File: src/rtl/snn_pkg.sv
// Shared types and constants for the two-layer MLP inference engine.
package snn_pkg;

    localparam int N_IN_DEF   = 784;
    localparam int N_HID_DEF  = 32;
    localparam int N_OUT_DEF  = 10;
    localparam int DW_DEF     = 8;
    localparam int ACC_W_DEF  = 26;
    localparam int LUT_AW_DEF = 11;

    // Rectified accumulator slice is offset so the most negative value lands on LUT entry 0.
    localparam logic [10:0] LUT_OFFSET = 11'h400;
    localparam logic [10:0] S_POS_SAT  = 11'h3FF;
    localparam logic [10:0] S_NEG_SAT  = 11'h400;
    localparam logic [7:0]  PIX_ONE    = 8'h7F;

    typedef enum logic [3:0] {
        IDLE    = 4'd0,
        H_MAC   = 4'd1,
        H_DRAIN = 4'd2,
        H_ACT   = 4'd3,
        H_WR    = 4'd4,
        O_MAC   = 4'd5,
        O_DRAIN = 4'd6,
        O_ACT   = 4'd7,
        O_CMP   = 4'd8,
        DONE    = 4'd9
    } state_t;

endpackage

File: src/rtl/snn_mlp_engine_mac.sv
// Signed multiply-accumulate with synchronous clear (priority over enable) and async reset.
module snn_mac #(
    parameter int AW    = 9,
    parameter int BW    = 8,
    parameter int ACC_W = 26
) (
    input  logic                    clk,
    input  logic                    rst_n,
    input  logic                    en,
    input  logic                    clr,
    input  logic signed [AW-1:0]    a,
    input  logic signed [BW-1:0]    b,
    output logic signed [ACC_W-1:0] acc
);

    logic signed [AW+BW-1:0]  w_prod;
    logic signed [ACC_W-1:0]  r_acc;

    assign w_prod = a * b;
    assign acc    = r_acc;

    always_ff @(posedge clk or negedge rst_n) begin
        if (!rst_n) begin
            r_acc <= '0;
        end else if (clr) begin
            r_acc <= '0;
        end else if (en) begin
            r_acc <= r_acc + ACC_W'(w_prod);
        end
    end

endmodule

File: src/rtl/snn_mlp_engine.sv
// Two-layer MLP inference engine: streams binary pixels, runs hidden and output MAC layers
// through an external activation LUT and reports the argmax. Optional macro SNN_SCORE_OUT_EN adds max_score.
module snn_mlp_engine
    import snn_pkg::*;
#(
    parameter int N_IN   = N_IN_DEF,
    parameter int N_HID  = N_HID_DEF,
    parameter int N_OUT  = N_OUT_DEF,
    parameter int DW     = DW_DEF,
    parameter int ACC_W  = ACC_W_DEF,
    parameter int LUT_AW = LUT_AW_DEF,
    localparam int IW    = $clog2(N_IN),
    localparam int HW    = $clog2(N_HID),
    localparam int OW    = $clog2(N_OUT)
) (
    input  logic              clk,
    input  logic              rst_n,
    input  logic              start,
    input  logic              q_input,
    output logic [IW-1:0]     in_addr,
    output logic [HW+IW-1:0]  hid_w_addr,
    input  logic [DW-1:0]     hid_w_q,
    output logic [OW+HW-1:0]  out_w_addr,
    input  logic [DW-1:0]     out_w_q,
    output logic [LUT_AW-1:0] act_addr,
    input  logic [DW-1:0]     act_q,
    output logic              busy,
    output logic              done,
    output state_t            dbg_state,
    output logic [OW-1:0]     digit
`ifdef SNN_SCORE_OUT_EN
    ,
    output logic [DW-1:0]     max_score
`endif
);

    state_t r_state, w_state_next;

    logic [IW-1:0]     r_in_idx;
    logic [HW-1:0]     r_hid_idx;
    logic [OW-1:0]     r_out_idx;
    logic [1:0]        r_cnt;
    logic [LUT_AW-1:0] r_act_addr;
    logic [DW-1:0]     r_max;
    logic [OW-1:0]     r_digit;
    logic              r_busy, r_done;
    logic              r_h_vld, r_o_vld1, r_o_vld2;
    logic [DW-1:0]     r_opa, r_opb;
    logic [DW-1:0]     r_hid_ram [N_HID];
    logic [DW-1:0]     r_hid_rd;

    logic                    w_in_last, w_hid_last, w_out_last, w_drain_last;
    logic                    w_mac_en, w_mac_clr;
    logic [DW:0]             w_mac_a;
    logic [DW-1:0]           w_mac_b;
    logic signed [ACC_W-1:0] w_acc;
    logic [ACC_W-19:0]       w_upper;
    logic                    w_sat_pos, w_sat_neg;
    logic [10:0]             w_s;
    logic [10:0]             w_addr_sum;
    logic                    w_unused;

    assign w_in_last    = (r_in_idx == IW'(N_IN - 1));
    assign w_hid_last   = (r_hid_idx == HW'(N_HID - 1));
    assign w_out_last   = (r_out_idx == OW'(N_OUT - 1));
    // Output layer has one more drain cycle: registered hid_ram read feeds an operand register.
    assign w_drain_last = ((r_state == H_DRAIN) && (r_cnt == 2'd1)) ||
                          ((r_state == O_DRAIN) && (r_cnt == 2'd2));

    always_ff @(posedge clk or negedge rst_n) begin
        if (!rst_n) r_state <= IDLE;
        else        r_state <= w_state_next;
    end

    always_comb begin
        w_state_next = r_state;
        case (r_state)
            IDLE:    if (start) w_state_next = H_MAC;
            H_MAC:   if (w_in_last) w_state_next = H_DRAIN;
            H_DRAIN: if (w_drain_last) w_state_next = H_ACT;
            H_ACT:   w_state_next = H_WR;
            H_WR:    w_state_next = w_hid_last ? O_MAC : H_MAC;
            O_MAC:   if (w_hid_last) w_state_next = O_DRAIN;
            O_DRAIN: if (w_drain_last) w_state_next = O_ACT;
            O_ACT:   w_state_next = O_CMP;
            O_CMP:   w_state_next = w_out_last ? DONE : O_MAC;
            DONE:    w_state_next = IDLE;
            default: w_state_next = IDLE;
        endcase
    end

    // Hidden operand comes straight from the input RAM; output operands are pre-registered.
    assign w_mac_en  = r_h_vld | r_o_vld2;
    assign w_mac_clr = (r_state == H_WR) || (r_state == O_CMP);
    assign w_mac_a   = r_h_vld ? {1'b0, (q_input ? DW'(PIX_ONE) : DW'(0))} : {1'b0, r_opa};
    assign w_mac_b   = r_h_vld ? hid_w_q : r_opb;

    snn_mac #(
        .AW    (DW + 1),
        .BW    (DW),
        .ACC_W (ACC_W)
    ) u_mac (
        .clk   (clk),
        .rst_n (rst_n),
        .en    (w_mac_en),
        .clr   (w_mac_clr),
        .a     (w_mac_a),
        .b     (w_mac_b),
        .acc   (w_acc)
    );

    // Clamp the accumulator to the 11-bit window acc[17:7] before offsetting into the LUT.
    assign w_upper    = w_acc[ACC_W-2:17];
    assign w_sat_pos  = ~w_acc[ACC_W-1] & (|w_upper);
    assign w_sat_neg  = w_acc[ACC_W-1] & ~(&w_upper);
    assign w_s        = w_sat_pos ? S_POS_SAT : (w_sat_neg ? S_NEG_SAT : w_acc[17:7]);
    assign w_addr_sum = w_s + LUT_OFFSET;
    assign w_unused   = ^w_acc[6:0];

    always_ff @(posedge clk or negedge rst_n) begin
        if (!rst_n) begin
            r_in_idx   <= '0;
            r_hid_idx  <= '0;
            r_out_idx  <= '0;
            r_cnt      <= '0;
            r_act_addr <= '0;
            r_max      <= '0;
            r_digit    <= '0;
            r_busy     <= 1'b0;
            r_done     <= 1'b0;
            r_h_vld    <= 1'b0;
            r_o_vld1   <= 1'b0;
            r_o_vld2   <= 1'b0;
            r_opa      <= '0;
            r_opb      <= '0;
        end else begin
            r_busy   <= (w_state_next != IDLE) && (w_state_next != DONE);
            r_done   <= (w_state_next == DONE);
            r_h_vld  <= (r_state == H_MAC);
            r_o_vld1 <= (r_state == O_MAC);
            r_o_vld2 <= r_o_vld1;
            r_opa    <= r_hid_rd;
            r_opb    <= out_w_q;

            if (r_state == H_MAC)
                r_in_idx <= w_in_last ? '0 : r_in_idx + IW'(1);

            if ((r_state == H_DRAIN) || (r_state == O_DRAIN))
                r_cnt <= w_drain_last ? 2'd0 : r_cnt + 2'd1;

            if (w_drain_last)
                r_act_addr <= LUT_AW'(w_addr_sum);

            if ((r_state == H_WR) || (r_state == O_MAC))
                r_hid_idx <= w_hid_last ? '0 : r_hid_idx + HW'(1);

            if (r_state == O_CMP) begin
                // Strict compare keeps the lowest index on ties.
                if ((r_out_idx == '0) || (act_q > r_max)) begin
                    r_max   <= act_q;
                    r_digit <= r_out_idx;
                end
                r_out_idx <= w_out_last ? '0 : r_out_idx + OW'(1);
            end
        end
    end

    always_ff @(posedge clk) begin
        if (r_state == H_WR)
            r_hid_ram[r_hid_idx] <= act_q;
        r_hid_rd <= r_hid_ram[r_hid_idx];
    end

    assign in_addr    = r_in_idx;
    assign hid_w_addr = {r_hid_idx, r_in_idx};
    assign out_w_addr = {r_out_idx, r_hid_idx};
    assign act_addr   = r_act_addr;
    assign busy       = r_busy;
    assign done       = r_done;
    assign digit      = r_digit;
    assign dbg_state  = r_state;

`ifdef SNN_SCORE_OUT_EN
    assign max_score = r_max;
`else
    // Without the score port the max register only feeds the argmax compare.
`endif

endmodule
File: config.mk
export PLATFORM = sky130hd
export DESIGN_NAME = snn_mlp_engine
export DESIGN_NICKNAME = d
export VERILOG_FILES = /design/src/rtl/snn_pkg.sv /design/src/rtl/snn_mlp_engine_mac.sv /design/src/rtl/snn_mlp_engine.sv
export SDC_FILE = /design/constraint.sdc
export NUM_CORES = 1
export LEC_CHECK = 0
export BUFFER_PORTS_ARGS = -buffer_cell sky130_fd_sc_hd__buf_2
export CORE_ASPECT_RATIO = 0.5
export CORE_UTILIZATION = 62
export DETAILED_ROUTE_END_ITERATION = 10
export GPL_TIMING_DRIVEN = 0
export PLACE_DENSITY_LB_ADDON = 0.3
export RECOVER_POWER = 25
export SYNTH_ARGS = -nofsm -noshare
export SYNTH_HDL_FRONTEND = slang
export SYNTH_SLANG_ARGS = --single-unit
File: constraint.sdc
create_clock -name clk -period 8.3 [get_ports clk]
set_input_delay 0.83 -clock clk [delete_from_list [all_inputs] [get_ports clk]]
set_output_delay 0.83 -clock clk [all_outputs]
set_load 0.03 [all_outputs]
; ---- Word-level counts from Yosys, hierarchy flattened
; Memories as Yosys holds them, arrays and structs flattened. A register that Yosys moved wholly into a read port is not among the register bits.
; Index checks and enable logic that the tools add are counted.
[op_classes]
magnitude_cmp = 1
addsub = 6
n_mul = 1
n_bitwise = 5
mux = 21
reduce_logical = 15
n_eq_ne = 15
[op_table]
columns = op, count
row1 = $mux 26, 2
row2 = $pmux 4 s9, 1
row3 = $mux 4, 7
row4 = $add 26x17->26, 1
row5 = $mux 11, 2
row6 = $mul 9x8->17, 1
row7 = $eq 4x3->1 const B, 4
row8 = $mux 8, 2
row9 = $eq 4x4->1 const B, 3
row10 = $add 11x11->11 const B, 1
row11 = $add 10x1->10 const B, 1
row12 = $eq 10x10->1 const B, 1
row13 = $mux 10, 1
row14 = $eq 4x2->1 const B, 2
row15 = $gt 8x8->1, 1
row16 = $logic_not 4->1, 2
row17 = $reduce_and 8->1, 1
row18 = $reduce_or 8->1, 1
row19 = $mux 7, 1
row20 = $add 5x1->5 const B, 1
row21 = $eq 5x5->1 const B, 1
row22 = $logic_or 1x1->1, 5
row23 = $mux 5, 1
row24 = $add 4x1->4 const B, 1
row25 = other kinds (15), 20
[totals]
in_bits = 28
mem_bits_rw = 256
ff_bits = 95
mem_count = 1
wordCells = 81
out_inout_bits = 55
[memory_table]
columns = memory, words, word_bits, read_ports, rd_clocked_by_memory_dff, wr, line
row1 = r_hid_ram, 32, 8, 1, 1, 1, snn_mlp_engine.sv:49  ; logic [DW-1:0] r_hid_ram [N_HID];

; ---- Depth between registers and ports, before layout
[depth]
word_depth = 7
mapped_depth = 22

; ---- By module
; A second synthesis with hierarchy kept.
[hier_totals]
hier_cells = 1324
area_unflattened_um2 = 18869.3
[modules_own_cells]
columns = mod, area_per_inst_um2, seq_area_each_um2, cells_per_inst, instances
row1 = snn_mlp_engine, 13281.5, 9574.2, 772, 1
row2 = snn_mac, 5587.9, 650.6, 552, 1

; ---- Least setup slack after synthesis
; Ideal clock, no wire load.
[synth_path]
path_type = input port to flip-flop
start = in hid_w_q[7]
end = reg u_mac.r_acc[21] (netlist: u_mac.acc[21])
n_path_buf = 0
required_time_ns = 8.169
path_stages = 16
slack_ns = 2.394
arrival_time_ns = 5.774
path_cell_list = mux2i_1 -> inv_1 -> nand2_1 -> fa_1 -> fa_1 -> inv_1 -> fa_1 -> fa_1 -> fa_1 -> ha_1 -> a21o_1 -> a31oi_4 -> a21oi_2 -> or3b_4 -> nor4b_4 -> or3_1
[synth_between]
elab_chain_cells = 5
[synth_rtl]
columns = item, line
row1 = from (decl), snn_mlp_engine.sv:22  ; input logic [DW-1:0] hid_w_q,
row2 = $mux 8, snn_mlp_engine.sv:96  ; assign w_mac_b = r_h_vld ? hid_w_q : r_opb;
row3 = $mul 9x8->17, snn_mlp_engine_mac.sv:19  ; assign w_prod = a * b;
row4 = $add 26x17->26, snn_mlp_engine_mac.sv:28  ; r_acc <= r_acc + ACC_W'(w_prod);
row5 = $mux 26, snn_mlp_engine_mac.sv:27  ; end else if (en) begin
row6 = $mux 26, snn_mlp_engine_mac.sv:25  ; end else if (clr) begin
row7 = to (signal assigned), snn_mlp_engine_mac.sv:28
row8 = to (decl), snn_mlp_engine_mac.sv:17  ; logic signed [ACC_W-1:0] r_acc;
; No other way between the ends. The select of a mux whose other input is x is not followed.
; A chain may end at the register's enable or synchronous reset.

; ---- Final worst setup path
[layout_path]
start = reg r_h_vld
end = reg u_mac.r_acc[22] (netlist: u_mac.acc[22])
[layout_between]
elab_chain_cells = 5
[layout_rtl]
columns = item, line
row1 = from (decl), snn_mlp_engine.sv:47  ; logic r_h_vld, r_o_vld1, r_o_vld2;
row2 = from (signal assigned), snn_mlp_engine.sv:139  ; r_h_vld <= (r_state == H_MAC);
row3 = $mux 8 (on tied branches), "snn_mlp_engine.sv:95, snn_mlp_engine.sv:96"
row4 = $mul 9x8->17, snn_mlp_engine_mac.sv:19
row5 = $add 26x17->26, snn_mlp_engine_mac.sv:28
row6 = $mux 26, snn_mlp_engine_mac.sv:27
row7 = $mux 26, snn_mlp_engine_mac.sv:25
; Parallel ways exist; a longest one is shown, timed or not. The select of a mux whose other input is x is not followed.

==> key figures <==
Status
  • Status: finished, violations left
  • Failing checks: capacitance limit, slew limit

Critical path
  • Worst path depth: 17
  • Worst endpoint required time: 8.76 ns
  • Slowest stage delay, CP: roughly 0.70 ns
  • Critical path's top delay family: adder cells
  • R2R depth: 17
  • WP data arrival: 7.01 ns
  • Crit start category: register
  • Peak fanout along the critical path: 10
  • CP max-delay cell: mux2i_1
  • CP Buf/Inv Count: 3
  • Critical path capture point type: register
  • Crit Path Category: reg -> reg
  • Worst-path cell chain: buf_2 > clkbuf_1 > mux2i_1 > nand2b_1 > fa_1 > fa_1 > inv_1 > fa_1 > fa_1 > fa_1 > ha_1 > a21o_1 > a21oi_1 > a21boi_1 > o22ai_1 > o31ai_1 > a221o_1
  • Crit-path most repeated cell: fa_1

Timing
  • Fmax: between 0.15 and 0.2 GHz
  • Tmin final: 6.55 ns
  • Tcrit/Tclk final: 78.9%
  • RSZ-0062 raised after global routing: no
  • Rel. slew slack: -159%
  • Worst Skew: between 0.03 and 0.04 ns
  • Fin. Hold Viols: 0
  • Max-slew violation count: 214
  • Fin Setup TNS: 0 ns
  • Worst-margin pin slew: about 3.9 ns
  • # setup viols final: 0

Route
  • Wire per inst: about 23 µm
  • WL final: around 40,000 µm
  • First DRT Iteration DRCs: 1,049
  • Top layer used by detailed routing: met4
  • Met2 wire length: between 15,000 and 20,000 µm
  • Vias: around 11,000
  • DRC viols: 0
  • Met1 wire length: 16,700 µm
  • Drt pass-1 iters: 5
  • Routed wl met3: between 3000 and 4000 µm
  • Routed Antenna Nets: 0
  • Via density: about 6.3

Clock tree
  • Resized Gates After CTS: 0
  • TritonCTS buffer count: 30
  • Root Buffer: clkbuf_16
  • H-Tree Depth: 1
  • Hold buffers post-CTS: 0
  • TritonCTS clock tree: built
  • CTS Buffer Depth: 3
  • Clk Latency, worst-skew pair: around 0.60 ns
  • Post-CTS setup buffer count: 0
  • Clock Pin Slew Worst Setup and Hold Paths: ~0.07 ns
  • Sink Count: ~360

Floorplan
  • Full die area: 0.0295 mm²
  • Row count: 43
  • Num ports: 83
  • Starting Density: 63.7%
  • Die X: 242 µm
  • Core ar.: between 0.02 and 0.03 mm²
  • Die height: around 120 µm

Placement
  • Routability Congestion: about 0.94
  • DP Area: 0.0187 mm²
  • Dpl hpwl: ~28,000 µm
  • IO Port Bufs: roughly 80

Power
  • Max VDD drop: 0.266 mV
  • P per Cell Area: a little under 300 mW/mm²
  • Total power: 5.78 mW
  • Leak Pwr: ~8 nW

Logic synthesis
  • Syn Area/Cell: ~14 µm²
  • Synth Instances: ~1,300
  • #FFs+latches synth: approximately 360
  • Distinct cells, synth: 67
  • Simple-Gate Fraction of Synth Area: 8.23%
  • Post-synth EDFFs: about 260
  • Post-Synth XOR/XNOR Area: under 10%
  • Cell Area, Synth: 0.0178 mm²
  • Ys async rst share: about a quarter
  • Syn_nets: 1,452
  • Sequential area share after synthesis: a little under three fifths
  • Adder-cell area share of the yosys netlist: between 10% and 20%
  • Main synth FF type: edfxtp_1
  • Yosys warns: 0
  • Compound-Gate Fraction of Synth Area: ~6.8%
  • Post-synthesis mux area share: 9.86%
  • Main combinational cell family by area after synthesis: adder cells

Finish
  • Final design instance area without fill: roughly 0.020 mm²
  • Nets: roughly 1,600
  • Area occupied by multi-input gates: roughly 0.0069 mm²
  • FILL cells: between 1,500 and 2,000
  • Final Util: 70.4%
  • N_diodes: 0
  • Share of post-route cells with drive strength above 1: between 10% and 20%
  • Area growth, synth to finish: 10.6%
  • Sequential Area: between 0.01 and 0.015 mm²

Global routing
  • Total Routing Usage GR: roughly 29%
  • First-pass GRT wire length: approximately 63,000 µm
  • Antenna violations before repair: 0
  • Largest net degree at the start of global routing: 74
  • Vias in the first global route: 11,004
  • GRT overflow: 0

Hold path
  • Hold WC Path Type: reg -> reg
  • Worst Hold Path Cells: 0

Run
  • Maximum capacitance violations: 5
through the flow:
stage                     hold WS (ns)  instances  setup slack, ns
after floorplan                  0.316       1273             2.39
after global placement           0.320       1737             1.63
after detailed placement         0.321       1738             1.59
after CTS                        0.167       1792             1.76
after global routing             0.339       1792             1.42
final                            0.331       1792             1.75
flip-flops by register name (all words and copies together) (netlist names):
name,cells
act_addr,11
busy,1
dbg_state,4
digit,4
done,1
in_addr,10
r_cnt,2
r_h_vld,1
r_hid_idx,5
r_hid_ram,256
r_hid_rd,8
r_max,8
r_o_vld1,1
r_o_vld2,1
r_opa,8
r_opb,8
r_out_idx,4
u_mac.acc,26
power breakdown:
part,switching [mW],leakage (nW),internal (mW)
sequential,0.0737,3.55,2.02
clock,0.669,0.490,0.795
combinational,1.29,3.76,0.934
total,2.03,7.80,3.75
layout by cell type (no fill, tap or decap), types with 9 or more instances in the layout:
| cell | netlist | layout |
|---|---|---|
| clkbuf_16 | 0 | 30 |
| xnor2_1 | 15 | 15 |
| buf_4 | 17 | 17 |
| nand3_1 | 19 | 19 |
| clkbuf_1 | 29 | 37 |
| and3_1 | 9 | 9 |
| mux2_2 | 19 | 19 |
| nor2_1 | 97 | 97 |
| o21ai_0 | 49 | 49 |
| buf_2 | 15 | 92 |
| a21oi_1 | 33 | 33 |
| fa_1 | 51 | 51 |
| a21o_1 | 13 | 13 |
| nor2b_1 | 9 | 9 |
| ha_1 | 100 | 100 |
| nand2_1 | 98 | 98 |
| dfrtp_1 | 95 | 95 |
| nor3_1 | 12 | 12 |
| edfxtp_1 | 256 | 256 |
| a22oi_1 | 35 | 35 |
| mux2i_1 | 10 | 10 |
| xor2_1 | 10 | 10 |
| nand4_1 | 19 | 19 |
| mux4_2 | 64 | 64 |
| inv_1 | 88 | 88 |
final timing paths:
path / from / to / slack, ns
max reg2reg: r_h_vld$_DFF_PN0_ / u_mac.acc[22]$_DFFE_PN0P_ / 1.75
max: r_h_vld$_DFF_PN0_ / u_mac.acc[22]$_DFFE_PN0P_ / 1.75
min in group asynchronous: rst_n / u_mac.acc[25]$_DFFE_PN0P_ / 0.57
min: r_hid_rd[7]$_DFF_P_ / r_opa[7]$_DFF_PN0_ / 0.33
max in group asynchronous: rst_n / r_out_idx[1]$_DFFE_PN0P_ / 3.39
min reg2reg: r_hid_rd[7]$_DFF_P_ / r_opa[7]$_DFF_PN0_ / 0.33
per-layer routing:
layer	global-route usage (%)	up-vias
met5	0	-
met4	9.85	0
met3	5.07	132
met2	47.2	479
met1	39.0	5690
li1	-	4926
cell type report:
class / instances / area share (%)
Buffer: 66 / 1.68
Clock buffer: 32 / 3.85
Clock inverter: 22 / 1.27
Inverter: 89 / 1.70
Multi-Input combinational cell: 759 / 35.1
Sequential cell: 359 / 51.9
Tap cell: 382 / 2.43
Timing Repair Buffer: 83 / 2.07
kinds of logic (layout without fill, tap and decap cells):
kind of cell	after synthesis	in the layout
fa+ha+maj	151	151
compound gates	182	182
simple gates	308	308
xor+xnor	25	25
flops	359	359
mux	93	93
buf+inv	155	292
cell usage after synthesis (all sizes together) (8+ instances only):
library cell,number,area share (%)
inv,89,1.9
nand4,19,0.67
clkbuf,29,0.61
dfxtp,8,0.90
nor2,98,2.1
xor2,10,0.49
nor3,12,0.34
mux4,64,8.1
buf,37,1.2
nor2b,9,0.32
fa,51,5.7
mux2,19,1.2
nand2,98,2.1
xnor2,15,0.74
a21oi,34,0.98
and3,9,0.32
o21ai,52,1.5
a21o,13,0.55
edfxtp,256,43
ha,100,7.0
dfrtp,95,13
nand3,19,0.53
a22oi,35,1.5
mux2i,10,0.56
Power figures use the tool's default switching activity.
